--- src/rtl/scan_pkg.sv ---
// Shared state encoding and the rotate-priority digit search used by the scanner.
package scan_pkg;

  typedef enum logic [1:0] {
    S_IDLE   = 2'd0,
    S_ACTIVE = 2'd1,
    S_BLANK  = 2'd2
  } state_t;

  // Returns {wrap, idx}: first set bit strictly after cur, modulo 4.
  // A single-bit mask finds cur itself on the fourth step and counts as a wrap.
  function automatic logic [2:0] next_idx(input logic [3:0] mask, input logic [1:0] cur);
    logic [2:0] res;
    logic [1:0] j;
    logic       found;
    res   = '0;
    found = 1'b0;
    for (int k = 1; k <= 4; k++) begin
      j = cur + 2'(k);
      if (!found && mask[j]) begin
        found = 1'b1;
        res   = {(j <= cur), j};
      end
    end
    return res;
  endfunction

endpackage

--- src/rtl/next_digit_sel.sv ---
// Combinational picker: next enabled index after cur, with wrap and empty-mask flags.
module next_digit_sel
  import scan_pkg::*;
(
  input  logic [3:0] mask,
  input  logic [1:0] cur,
  output logic [1:0] idx,
  output logic       wrap,
  output logic       none
);

  logic [2:0] pick;

  assign pick = next_idx(mask, cur);
  assign idx  = pick[1:0];
  assign wrap = pick[2];
  assign none = (mask == 4'b0000);

endmodule

--- src/rtl/digit_scan_sequencer.sv ---
// Timed round-robin scanner driving select/enable of a 2-to-4 decoder,
// with per-digit dwell, optional blanking gap and masked-out digit skipping.
module digit_scan_sequencer
  import scan_pkg::*;
#(
  parameter int DWELL = 8,
  parameter int BLANK = 2,
  parameter int CW    = 16
) (
  input  logic       clk,
  input  logic       reset,
  input  logic       run,
  input  logic [3:0] mask,
  output logic [1:0] w,
  output logic       en,
  output logic       digit_start,
  output logic       frame_done
);

  localparam logic [CW-1:0] DWELL_LAST = CW'(DWELL - 1);
  localparam logic [CW-1:0] BLANK_LAST = (BLANK > 0) ? CW'(BLANK - 1) : '0;

  state_t        state;
  logic [CW-1:0] cnt;
  logic [1:0]    cur;
  logic [1:0]    sel_idx;
  logic          sel_wrap;
  logic          sel_none;
  logic          dwell_end;
  logic          slot_end;

  // Searching after index 3 yields the lowest set bit, which is the IDLE start digit.
  assign cur = (state == S_IDLE) ? 2'd3 : w;

  next_digit_sel u_sel (
    .mask (mask),
    .cur  (cur),
    .idx  (sel_idx),
    .wrap (sel_wrap),
    .none (sel_none)
  );

  assign dwell_end = (state == S_ACTIVE) && (cnt == DWELL_LAST);
  assign slot_end  = (dwell_end && (BLANK == 0)) ||
                     ((state == S_BLANK) && (cnt == BLANK_LAST));

  always_ff @(posedge clk) begin
    if (reset) begin
      state       <= S_IDLE;
      cnt         <= '0;
      w           <= 2'd0;
      en          <= 1'b0;
      digit_start <= 1'b0;
      frame_done  <= 1'b0;
    end else begin
      digit_start <= 1'b0;
      frame_done  <= 1'b0;
      if (state == S_IDLE) begin
        cnt <= '0;
        if (run && !sel_none) begin
          state       <= S_ACTIVE;
          w           <= sel_idx;
          en          <= 1'b1;
          digit_start <= 1'b1;
        end else begin
          w  <= 2'd0;
          en <= 1'b0;
        end
      end else if (!run || (slot_end && sel_none) || (state != S_ACTIVE && state != S_BLANK)) begin
        state <= S_IDLE;
        cnt   <= '0;
        w     <= 2'd0;
        en    <= 1'b0;
      end else if (slot_end) begin
        state       <= S_ACTIVE;
        cnt         <= '0;
        w           <= sel_idx;
        en          <= 1'b1;
        digit_start <= 1'b1;
        frame_done  <= sel_wrap;
      end else if (dwell_end) begin
        state <= S_BLANK;
        cnt   <= '0;
        en    <= 1'b0;
      end else begin
        cnt <= cnt + 1'b1;
      end
    end
  end

endmodule

--- config.mk ---
export PLATFORM = sky130hd
export DESIGN_NAME = digit_scan_sequencer
export DESIGN_NICKNAME = d
export VERILOG_FILES = /design/src/rtl/scan_pkg.sv /design/src/rtl/next_digit_sel.sv /design/src/rtl/digit_scan_sequencer.sv
export SDC_FILE = /design/constraint.sdc
export NUM_CORES = 1
export LEC_CHECK = 0
export ABC_AREA = 1
export BUFFER_PORTS_ARGS = -buffer_cell sky130_fd_sc_hd__buf_2
export CAP_MARGIN = 20
export CORE_MARGIN = 4
export CORE_UTILIZATION = 31
export DETAILED_ROUTE_END_ITERATION = 10
export SLEW_MARGIN = 10
export SYNTH_ARGS = -nofsm -noshare
export SYNTH_HDL_FRONTEND = slang
export SYNTH_HIERARCHICAL = 1
export SYNTH_SLANG_ARGS = --single-unit
--- constraint.sdc ---
create_clock -name clk -period 2.3 [get_ports clk]
set_clock_uncertainty 0.1 [all_clocks]
set_input_delay 0.23 -clock clk [delete_from_list [all_inputs] [get_ports clk]]
set_output_delay 0.23 -clock clk [all_outputs]
set_load 0.03 [all_outputs]
Word-level counts from Yosys, hierarchy flattened --
Index checks and enable logic that the tools add are counted.
Word-level totals: flip-flop bits (word level) 23, bits of input ports 7, output and inout port bits 5, word-level logic and storage cells 81
Operators by class: add/sub/neg operators 4, order comparisons 8, eq/ne operators 7, multiplexer cells 33, bitwise operators 1, reductions and logical operators 22
Operators by type and width (number):
- $mux W2 | 10
- $add A16 B1 Y16 const B | 1
- $eq A16 B1 Y1 const B | 1
- $eq A16 B3 Y1 const B | 1
- $mux W1 | 15
- $lt A2 B3 Y1 const B | 4
- $mux W3 | 4
- $bmux W1 S2 | 4
- $le A2 B2 Y1 | 4
- $logic_and A1 B1 Y1 | 8
- $logic_not A1 Y1 | 5
- $reduce_or A5 Y1 | 1
- $add A2 B2 Y2 const B | 2
- $logic_not A4 Y1 | 1
- $ne A2 B1 Y1 const B | 2
- $reduce_bool A4 Y1 | 1
- $reduce_or A4 Y1 | 1
- $reduce_bool A3 Y1 | 1
- $add A2 B1 Y2 const B | 1
- $eq A2 B1 Y1 const B | 1
- $eq A2 B2 Y1 const B | 1
- $logic_not A2 Y1 | 1
- $logic_or A1 B1 Y1 | 2
- $ne A2 B2 Y1 const B | 1
- other kinds (2) | 2

Longest topological paths before layout --
Gate-level depths: netlist (run 1).
word-level depth 18, depth in mapped cells 14, depth with buffers taken out 14

Cells and area by module --
The synthesis (run 1) kept the hierarchy.
By module, submodules not included:
- digit_scan_sequencer | instances 1, cells an instance 147, area an instance 1146.1 um^2, sequential area each 460.4 um^2
- next_digit_sel | instances 1, cells an instance 55, area an instance 304.0 um^2, sequential area each 0.0 um^2

Worst setup path after synthesis (run 1) --
Ideal clock, no wire load.
path type reg-to-reg, start register state[0], end register w[0], library setup time 0.116 ns, arrival time 2.023 ns, data required time 2.084 ns, setup slack 0.061 ns, stages on the path, launching flop included 14, buffers on the path 0, period minus slack after synthesis 2.239 ns, path through dfxtp_1 inv_1 ha_1 or2_2 inv_4 ha_1 inv_1 nand3_1 nand2_2 nor2_4 o21ai_0 nand2_1 nand3_1 a21oi_1
Between the ends: longest elaborated chain between the ends 18, elaborated cells between the ends (all ways) 39, those cells by class add/sub: 3; eq/ne: 3; mux: 20; reduce/logical: 13
Ends and longest elaborated chain:
- start, declared | line digit_scan_sequencer.sv:23 | state_t state;
- start signal, assigned | line digit_scan_sequencer.sv:49 | state <= S_IDLE;
- start signal, assigned | line digit_scan_sequencer.sv:61 | state <= S_ACTIVE;
- start signal, assigned | line digit_scan_sequencer.sv:70 | state <= S_IDLE;
- $logic_not A2 Y1 (*) | line digit_scan_sequencer.sv:33 | assign cur = (state == S_IDLE) ? 2'd3 : w;
- $mux W2 (*) | line digit_scan_sequencer.sv:33
- net cur[0] | line digit_scan_sequencer.sv:25 | logic [1:0] cur;
- $add A2 B1 Y2 | line scan_pkg.sv:19 | j = cur + 2'(k);
- $bmux W1 S2 | line scan_pkg.sv:20 | if (!found && mask[j]) begin
- $mux W1 (implied by the code) | line scan_pkg.sv:20
- $mux W1 | line scan_pkg.sv:20
- $logic_not A1 Y1 | line scan_pkg.sv:20
- [4 not listed]
- $mux W1 | line scan_pkg.sv:20
- $logic_not A1 Y1 | line scan_pkg.sv:20
- $logic_and A1 B1 Y1 | line scan_pkg.sv:20
- $mux W3 (*) | line scan_pkg.sv:20
- net sel_idx[0] | line digit_scan_sequencer.sv:26 | logic [1:0] sel_idx;
- $mux W2 | line digit_scan_sequencer.sv:74 | end else if (slot_end) begin
- $mux W2 | line digit_scan_sequencer.sv:69 | end else if (!run || (slot_end && sel_none) || (state != S_ACTIVE && state != S_BLANK)) begin
- $mux W2 (*) | line digit_scan_sequencer.sv:58 | if (state == S_IDLE) begin
- end signal, assigned | line digit_scan_sequencer.sv:62 | w <= sel_idx;
- end signal, assigned | line digit_scan_sequencer.sv:77 | w <= sel_idx;
- end, declared | line digit_scan_sequencer.sv:14 | output logic [1:0] w,
Mark *: on every way through the listed nets, which the timed path passes. The rest lies on a longest branch. The select of a mux whose other input is x is not followed. A chain may end at the register's enable or synchronous reset.

Final worst setup path (run 1) --
start register state[0], end register frame_done
Between the ends: longest elaborated chain between the ends 15, elaborated cells between the ends (all ways) 40, those cells by class add/sub: 3; order compare: 4; eq/ne: 3; mux: 16; bitwise: 1; reduce/logical: 13
Ends and longest elaborated chain:
- $logic_not A2 Y1 (*) | line digit_scan_sequencer.sv:33
- $mux W2 (*) | line digit_scan_sequencer.sv:33
- net cur[1] | line digit_scan_sequencer.sv:25
- $add A2 B1 Y2 | line scan_pkg.sv:19
- $bmux W1 S2 | line scan_pkg.sv:20
- $mux W1 (implied by the code) | line scan_pkg.sv:20
- $mux W1 | line scan_pkg.sv:20
- $logic_not A1 Y1 | line scan_pkg.sv:20
- $logic_and A1 B1 Y1 | line scan_pkg.sv:20
- $mux W1 | line scan_pkg.sv:20
- $logic_not A1 Y1 | line scan_pkg.sv:20
- $logic_and A1 B1 Y1 | line scan_pkg.sv:20
- $mux W1 | line scan_pkg.sv:20
- $logic_not A1 Y1 | line scan_pkg.sv:20
- $logic_and A1 B1 Y1 | line scan_pkg.sv:20
- $mux W3 (*) | line scan_pkg.sv:20
- net sel_wrap | line digit_scan_sequencer.sv:27 | logic sel_wrap;
- end signal, assigned | line digit_scan_sequencer.sv:80 | frame_done <= sel_wrap;
- end, declared | line digit_scan_sequencer.sv:17 | output logic frame_done
Marks and branches as above.

==> results of run 1 <==
## repair_timing
| item | 4_1_cts | 5_1_grt |
|---|---|---|
| gates resized for setup | 1 | 7 |
| endpoints found under the setup margin | 1 | 3 |
| setup buffers | 0 | 2 |
## final timing paths
kind	endpoint	startpoint	depth (start not counted)
worst max-delay path	frame_done	state[0]	14
worst min-delay path	en	reset	2
worst max register to register	frame_done	state[0]	14
worst min register to register	cnt[0]	cnt[0]	1
## registers in the layout, indices dropped and copies added, names as in the netlist
signal and flops:
cnt 16, digit_start 1, en 1, frame_done 1, state 2, w 2
## metal layers
metal | share of wire [%] | global-route usage [%] | vias to the layer above | wire length (microns)
met3 | 2.8 | 2.600 | 2 | 83
met4 | 0.27 | 2.174 | 0 | 8
li1 | - | - | 691 | -
met2 | 51 | 21.00 | 12 | 1524
met1 | 46 | 12.65 | 581 | 1387
met5 | 0 | 0 | - | 0
## logic make-up after synthesis
logic type / synth area share, %
AOI/OAI and AO/OA: 5.177
xor gates and xnor gates: 4.832
buffers and inverters: 6.903
and+or+nand+nor: 45.30
adders and majority gates: 6.039
DFF: 31.75
## worst register-to-register path, stage by stage (launching register included)
cell and delay (ps):
dfxtp_2 340, inv_1 60, ha_1 210, or2_2 290, inv_1 120, ha_4 230
inv_2 90, nand3_2 120, nand2_4 100, inv_2 50, nand2_1 40, o21ai_1 60
nand3_1 100, nand2_1 70, nor3_2 140
## final cells by class
cell class / count / area (sq um) / share of cell area [%]
clock buffers: 4 / 45.04 / 2.671
multi-input cells: 155 / 917.1 / 54.38
well taps: 52 / 65.06 / 3.858
repair buffers: 18 / 107.6 / 6.380
inverters: 23 / 88.84 / 5.267
flip-flops and latches: 23 / 462.9 / 27.45
## stage by stage
step	utilization, %	total power, mW	hold slack (ps)	cells	TNS [ps]
floorplan	-	1.051	199.1	202	0
global placement	35.92	1.237	350.3	269	0
detailed placement	35.92	1.246	364.5	269	-2.225
CTS	36.94	1.507	97.95	273	0
global route	37.95	1.710	108.3	275	-8.700
finish	37.95	1.573	102.7	275	0
## cell usage in the layout, fill, tap and decap left out, types with 2 or more instances in the layout
master	count
o21ai_1	3
inv_2	3
nor2_1	25
xor2_1	6
dfxtp_1	21
nor2_4	4
nand3_1	23
and2_4	2
buf_4	7
nand3_2	3
buf_2	11
ha_1	6
nor3_1	2
or2_2	3
nor3b_1	4
nand2_1	38
nand4_1	4
nand2_2	10
xnor2_1	2
dfxtp_2	2
clkbuf_8	3
inv_1	19
a21oi_1	8
## power by group through the flow
stage | registers [mW] | logic, mW | clock network [mW]
after floorplan | 0.485 | 0.566 | 0
after global placement | 0.456 | 0.781 | 0
after detailed placement | 0.455 | 0.791 | 0
after CTS | 0.446 | 0.797 | 0.264
after global routing | 0.451 | 0.983 | 0.277
final | 0.447 | 0.878 | 0.249
==> metrics.md, run 1 <==
| Metric | Value |
|---|---|
| Outcome | finished, final reports clean |
| Max-cap violation count | 0 |
| Ratio of cells with drive above 1 in the final layout | 24.66% |
| Total GRT Usage | 11.12% |
| Maximum vdd drop | 355.4 uV |
| CTS max path bufs | 2 |
| Net count, final | 238 |
| Initial antenna violation count | 0 |
| CP max-delay cell | dfxtp_2 |
| Critical path class | register to register |
| Via/cell ratio | 4.676 |
| Period utilization | 94.21% |
| Top area cells in the synthesized netlist | dfxtp_1, nand2_1, nand3_1, nor2_1, ha_1 |
| GP Congestion | 0.8763 |
| Via Count | 1,286 |
| Hold buffers post-CTS | 0 |
| Final Critical Period | 2167 ps |
| PwrDens | 932.9 mW/mm^2 |
| Clock power frac | 15.8% |
| Synth warn | 6 |
| Clock transition at the registers of the reported paths | 80 ps |
| Worst-margin pin slew | 513.4 ps |
| Cell taking the most area after synthesis | dfxtp_1 |
| Post-synthesis instance area | 0.001450 sq mm |
| Core ar. | 0.004444 sq mm |
| Number of synthesized flops with an enable pin | 0 |
| Async SR Flop Fraction | 0% |
| Die Ht | 76.40 microns |
| Int Power | 904.9 uW |
| Clock Sinks | 23 |
| Max FO, Critical Path | 4 |
| TritonCTS Buffers | 3 |
| Combinational group share of total power | 55.8% |
| Worst reg2reg setup slack | 130 ps |
| DR WL/cell | 10.92 microns |
| Relative slew slack | 65.46% |
| Area Growth Syn to Fin | 16.31% |
| Reg power frac | 28.4% |
| Fin. max-slew vios | 0 |
| Final setup fails | 0 |
| Most common cell in the netlist | nand2_1 |
| First-pass GRT wire length | 5464 microns |
| Starting Density | 32.63% |
| Switching power | 668.4 uW |
| Worst slack at placement | -2.225 ps |
| Worst Setup Slack, final | 133.1 ps |
| Peak Freq | 461.5 MHz |
| # rows | 24 |
| Dpl hpwl | 2362 microns |
| Fin. Hold Viols | 0 |
| Largest delay share family, worst path | simple AND/OR/NAND/NOR gates |
| Req. time, crit path | 2400 ps |
| Synth Net Count | 216 |
| Top cells by count, synth | nand2_1, nor2_1, nand3_1, dfxtp_1, inv_1 |
| Synth cell types | 30 |
| Antenna cells | 0 |
| Crit start category | register |
| GRT overflow | 0 |
| CTS H-Tree Depth | 1 |
| CTS tree | done |
| DRT Wirelength | 3004 microns |
| Post-route ant nets | 0 |
| CTS root buf | clkbuf_8 |
| Vias in the first global route | 1,304 |
| Switching part of the total | 42.48% |
| CP Cell Sequence | inv_1, ha_1, or2_2, inv_1, ha_4, inv_2, nand3_2, nand2_4, inv_2, nand2_1, o21ai_1, nand3_1, nand2_1, nor3_2 |
| Top_reg_cell synth | dfxtp_1 |
| Synth Register Bits | 23 |
| Worst setup EP type | register |
| Post-synthesis sequential area ratio | 31.75% |
| Width of the die | 76.40 microns |
| Max stage delay on crit path | 340 ps |
| Fillers | 483 |
| Final instance area | 0.001687 sq mm |
| DRC violations left | 0 |
| Buffers and inverters on the worst path | 4 |
| Drt pass-1 iters | 4 |
| Area post-placement | 0.001597 sq mm |
| Syn avg cell area | 7.179 sq um |
| Die area | 0.005836 sq mm |
| Worst skew pair latency | 260 ps |
| Mapped Cells | 202 |
| Arr. time, crit path | 2260 ps |
| Synth top area share | 31.75% |
| Initial DRC count | 49 |
| Io pins | 12 |
| Pin count of the biggest net entering global routing | 17 |
| PortBufs | 11 |
| Leakage Power | 0.7303 nW |
| Worst hold path class | primary input to register |
No activity file was read; power rests on OpenSTA's default activity.
==> run 2: changes to the inputs <==
- CTS_BUF_LIST: unset -> sky130_fd_sc_hd__clkbuf_8
==> metrics.md, run 2 (synthesized netlist as in run 1, its figures left out) <==
| Metric | Value |
|---|---|
| Outcome | finished, final reports clean (unchanged) |
| Fin cells | 275 (unchanged) |
| Net count, final | 238 (unchanged) |
| Max stage delay on crit path | 340 ps (about the same) |
| Die area | 0.005836 sq mm (unchanged) |
| Worst slack at placement | -2.225 ps (unchanged) |
| Period utilization | 94.21% (unchanged) |
| Req. time, crit path | 2400 ps (about the same) |
| Via Count | 1,288 (was 1,286) |
| Peak Freq | 461.5 MHz (unchanged) |
| PnR Total Power | 1.569 mW (was 1.573 mW) |
| M2 GR Usage | 21.00% (unchanged) |
| Area Growth Syn to Fin | 16.31% (unchanged) |
| Die Ht | 76.40 microns (unchanged) |
| Worst Setup Slack, final | 133.1 ps (unchanged) |
| DRC violations left | 0 (unchanged) |
| Worst skew pair latency | 260 ps (about the same) |
| Fin. max-slew vios | 0 (unchanged) |
| Pin count of the biggest net entering global routing | 17 (unchanged) |
| Post-route ant nets | 0 (unchanged) |
| Initial antenna violation count | 0 (unchanged) |
| CTS tree | done (unchanged) |
| Relative slew slack | 65.46% (unchanged) |
| Fin util | 37.95% (unchanged) |
| Most frequent cells in the layout | nand2_1, nor2_1, nand3_1, dfxtp_1, inv_1 (unchanged) |
| GP Congestion | 0.8763 (unchanged) |
| CP Cell Sequence | inv_1, ha_1, or2_2, inv_1, ha_4, inv_2, nand3_2, nand2_4, inv_2, nand2_1, o21ai_1, nand3_1, nand2_1, nor3_2 (unchanged) |
| Max FO, Critical Path | 4 (unchanged) |
| GRT overflow | 0 (unchanged) |
| DR WL/cell | 10.93 microns (was 10.92 microns) |
| Clock Sinks | 23 (unchanged) |
| Maximum vdd drop | 356.2 uV (was 355.4 uV) |
| TritonCTS Buffers | 3 (unchanged) |
| PortBufs | 11 (unchanged) |
| Largest delay share family, worst path | simple AND/OR/NAND/NOR gates (unchanged) |
| Via/cell ratio | 4.684 (was 4.676) |
| Antenna cells | 0 (unchanged) |
| Initial DRC count | 51 (was 49) |
| DRT Wirelength | 3005 microns (was 3004 microns) |
| Critical path class | register to register (unchanged) |
| Worst hold path class | primary input to register (unchanged) |
| First-pass GRT wire length | 5464 microns (unchanged) |
| CTS H-Tree Depth | 1 (unchanged) |
| Worst-margin pin slew | 513.4 ps (unchanged) |
| Buffers and inverters on the worst path | 4 (unchanged) |
| Crit start category | register (unchanged) |
| Final setup fails | 0 (unchanged) |
| Dpl hpwl | 2362 microns (unchanged) |
| Commonest non-fill, non-tap cell in the layout | nand2_1 (unchanged) |
| Ratio of cells with drive above 1 in the final layout | 24.66% (unchanged) |
| Largest Register | cnt (unchanged) |
| CTS max path bufs | 2 (unchanged) |
| Leakage Power | 0.7344 nW (was 0.7303 nW) |
| Width of the die | 76.40 microns (unchanged) |
| Io pins | 12 (unchanged) |
| Max reg flops | 16 (unchanged) |
| Clock transition at the registers of the reported paths | 80 ps (about the same) |
| # rows | 24 (unchanged) |
| Arr. time, crit path | 2260 ps (about the same) |
| GR Util met1 | 12.65% (unchanged) |
| Total GRT Usage | 11.12% (unchanged) |
| Max-cap violation count | 0 (unchanged) |
| Fin. Hold Viols | 0 (unchanged) |
| Grt peak-use layer | met2 (unchanged) |
| CTS root buf | clkbuf_8 (unchanged) |
| Final Critical Period | 2167 ps (unchanged) |
| Dpl cells | 269 (unchanged) |
| GR Util met3 | 2.600% (unchanged) |
| Starting Density | 32.63% (unchanged) |
| Drt pass-1 iters | 4 (unchanged) |
| Core ar. | 0.004444 sq mm (unchanged) |
| CP max-delay cell | dfxtp_2 (unchanged) |
| Regs by FF count | cnt x16, state x2, w x2 (unchanged) |
| Vias in the first global route | 1,304 (unchanged) |
| PwrDens | 930.4 mW/mm^2 (was 932.9 mW/mm^2) |
| Worst setup EP type | register (unchanged) |
-- run 2: final timing paths --
| path | from | endpoint | slack (ps) | depth (start not counted) |
|---|---|---|---|---|
| worst max register to register | state[0] | frame_done | 130 | 14 |
| worst min-delay path | reset | en | 100 | 2 |
| worst min register to register | cnt[0] | cnt[0] | 380 | 1 |
| worst max-delay path | state[0] | frame_done | 130 | 14 |
-- run 2: where the power goes --
part	switching [mW]	internal, mW	total, mW
clock network	0.126	0.119	0.245
logic	0.523	0.354	0.878
registers	0.0199	0.427	0.447
total	0.669	0.901	1.57
-- run 2: layout make-up --
| class | count | area [sq um] |
|---|---|---|
| fillers | 483 | 2758 |
| multi-input cells | 155 | 917.1 |
| flip-flops and latches | 23 | 462.9 |
| repair buffers | 18 | 107.6 |
| inverters | 23 | 88.84 |
| well taps | 52 | 65.06 |
| clock buffers | 3 | 41.29 |
| clock inverters | 1 | 3.754 |
-- run 2: stage by stage --
step	hold slack [ps]	cell area (sq um)	setup TNS (ps)
after floorplan	199.1	1450	0
after global placement	350.3	1597	0
after detailed placement	364.5	1597	-2.225
after CTS	97.95	1642	0
after global routing	108.3	1687	-8.700
final	102.8	1687	0
-- run 2: worst reg2reg max path: stages, from the launching register on --
cell     delay [ps]
dfxtp_2         340
inv_1            60
ha_1            210
or2_2           290
inv_1           120
ha_4            230
inv_2            90
nand3_2         120
nand2_4         100
inv_2            50
nand2_1          40
o21ai_1          60
nand3_1         100
nand2_1          70
nor3_2          140
-- run 2: layer usage --
layer  vias to the layer above  part of all wire (%)
met5                         -                     0
met4                         0                  0.27
met3                         2                   3.0
met2                        14                    51
met1                       581                    46
li1                        691                     -
-- run 2: timing repair --
action / CTS / global route
setup endpoints to repair: 1 / 3
pin swaps: 0 / 0
resized for setup: 1 / 7
setup buffers: 0 / 2
hold buffers: 0 / 0
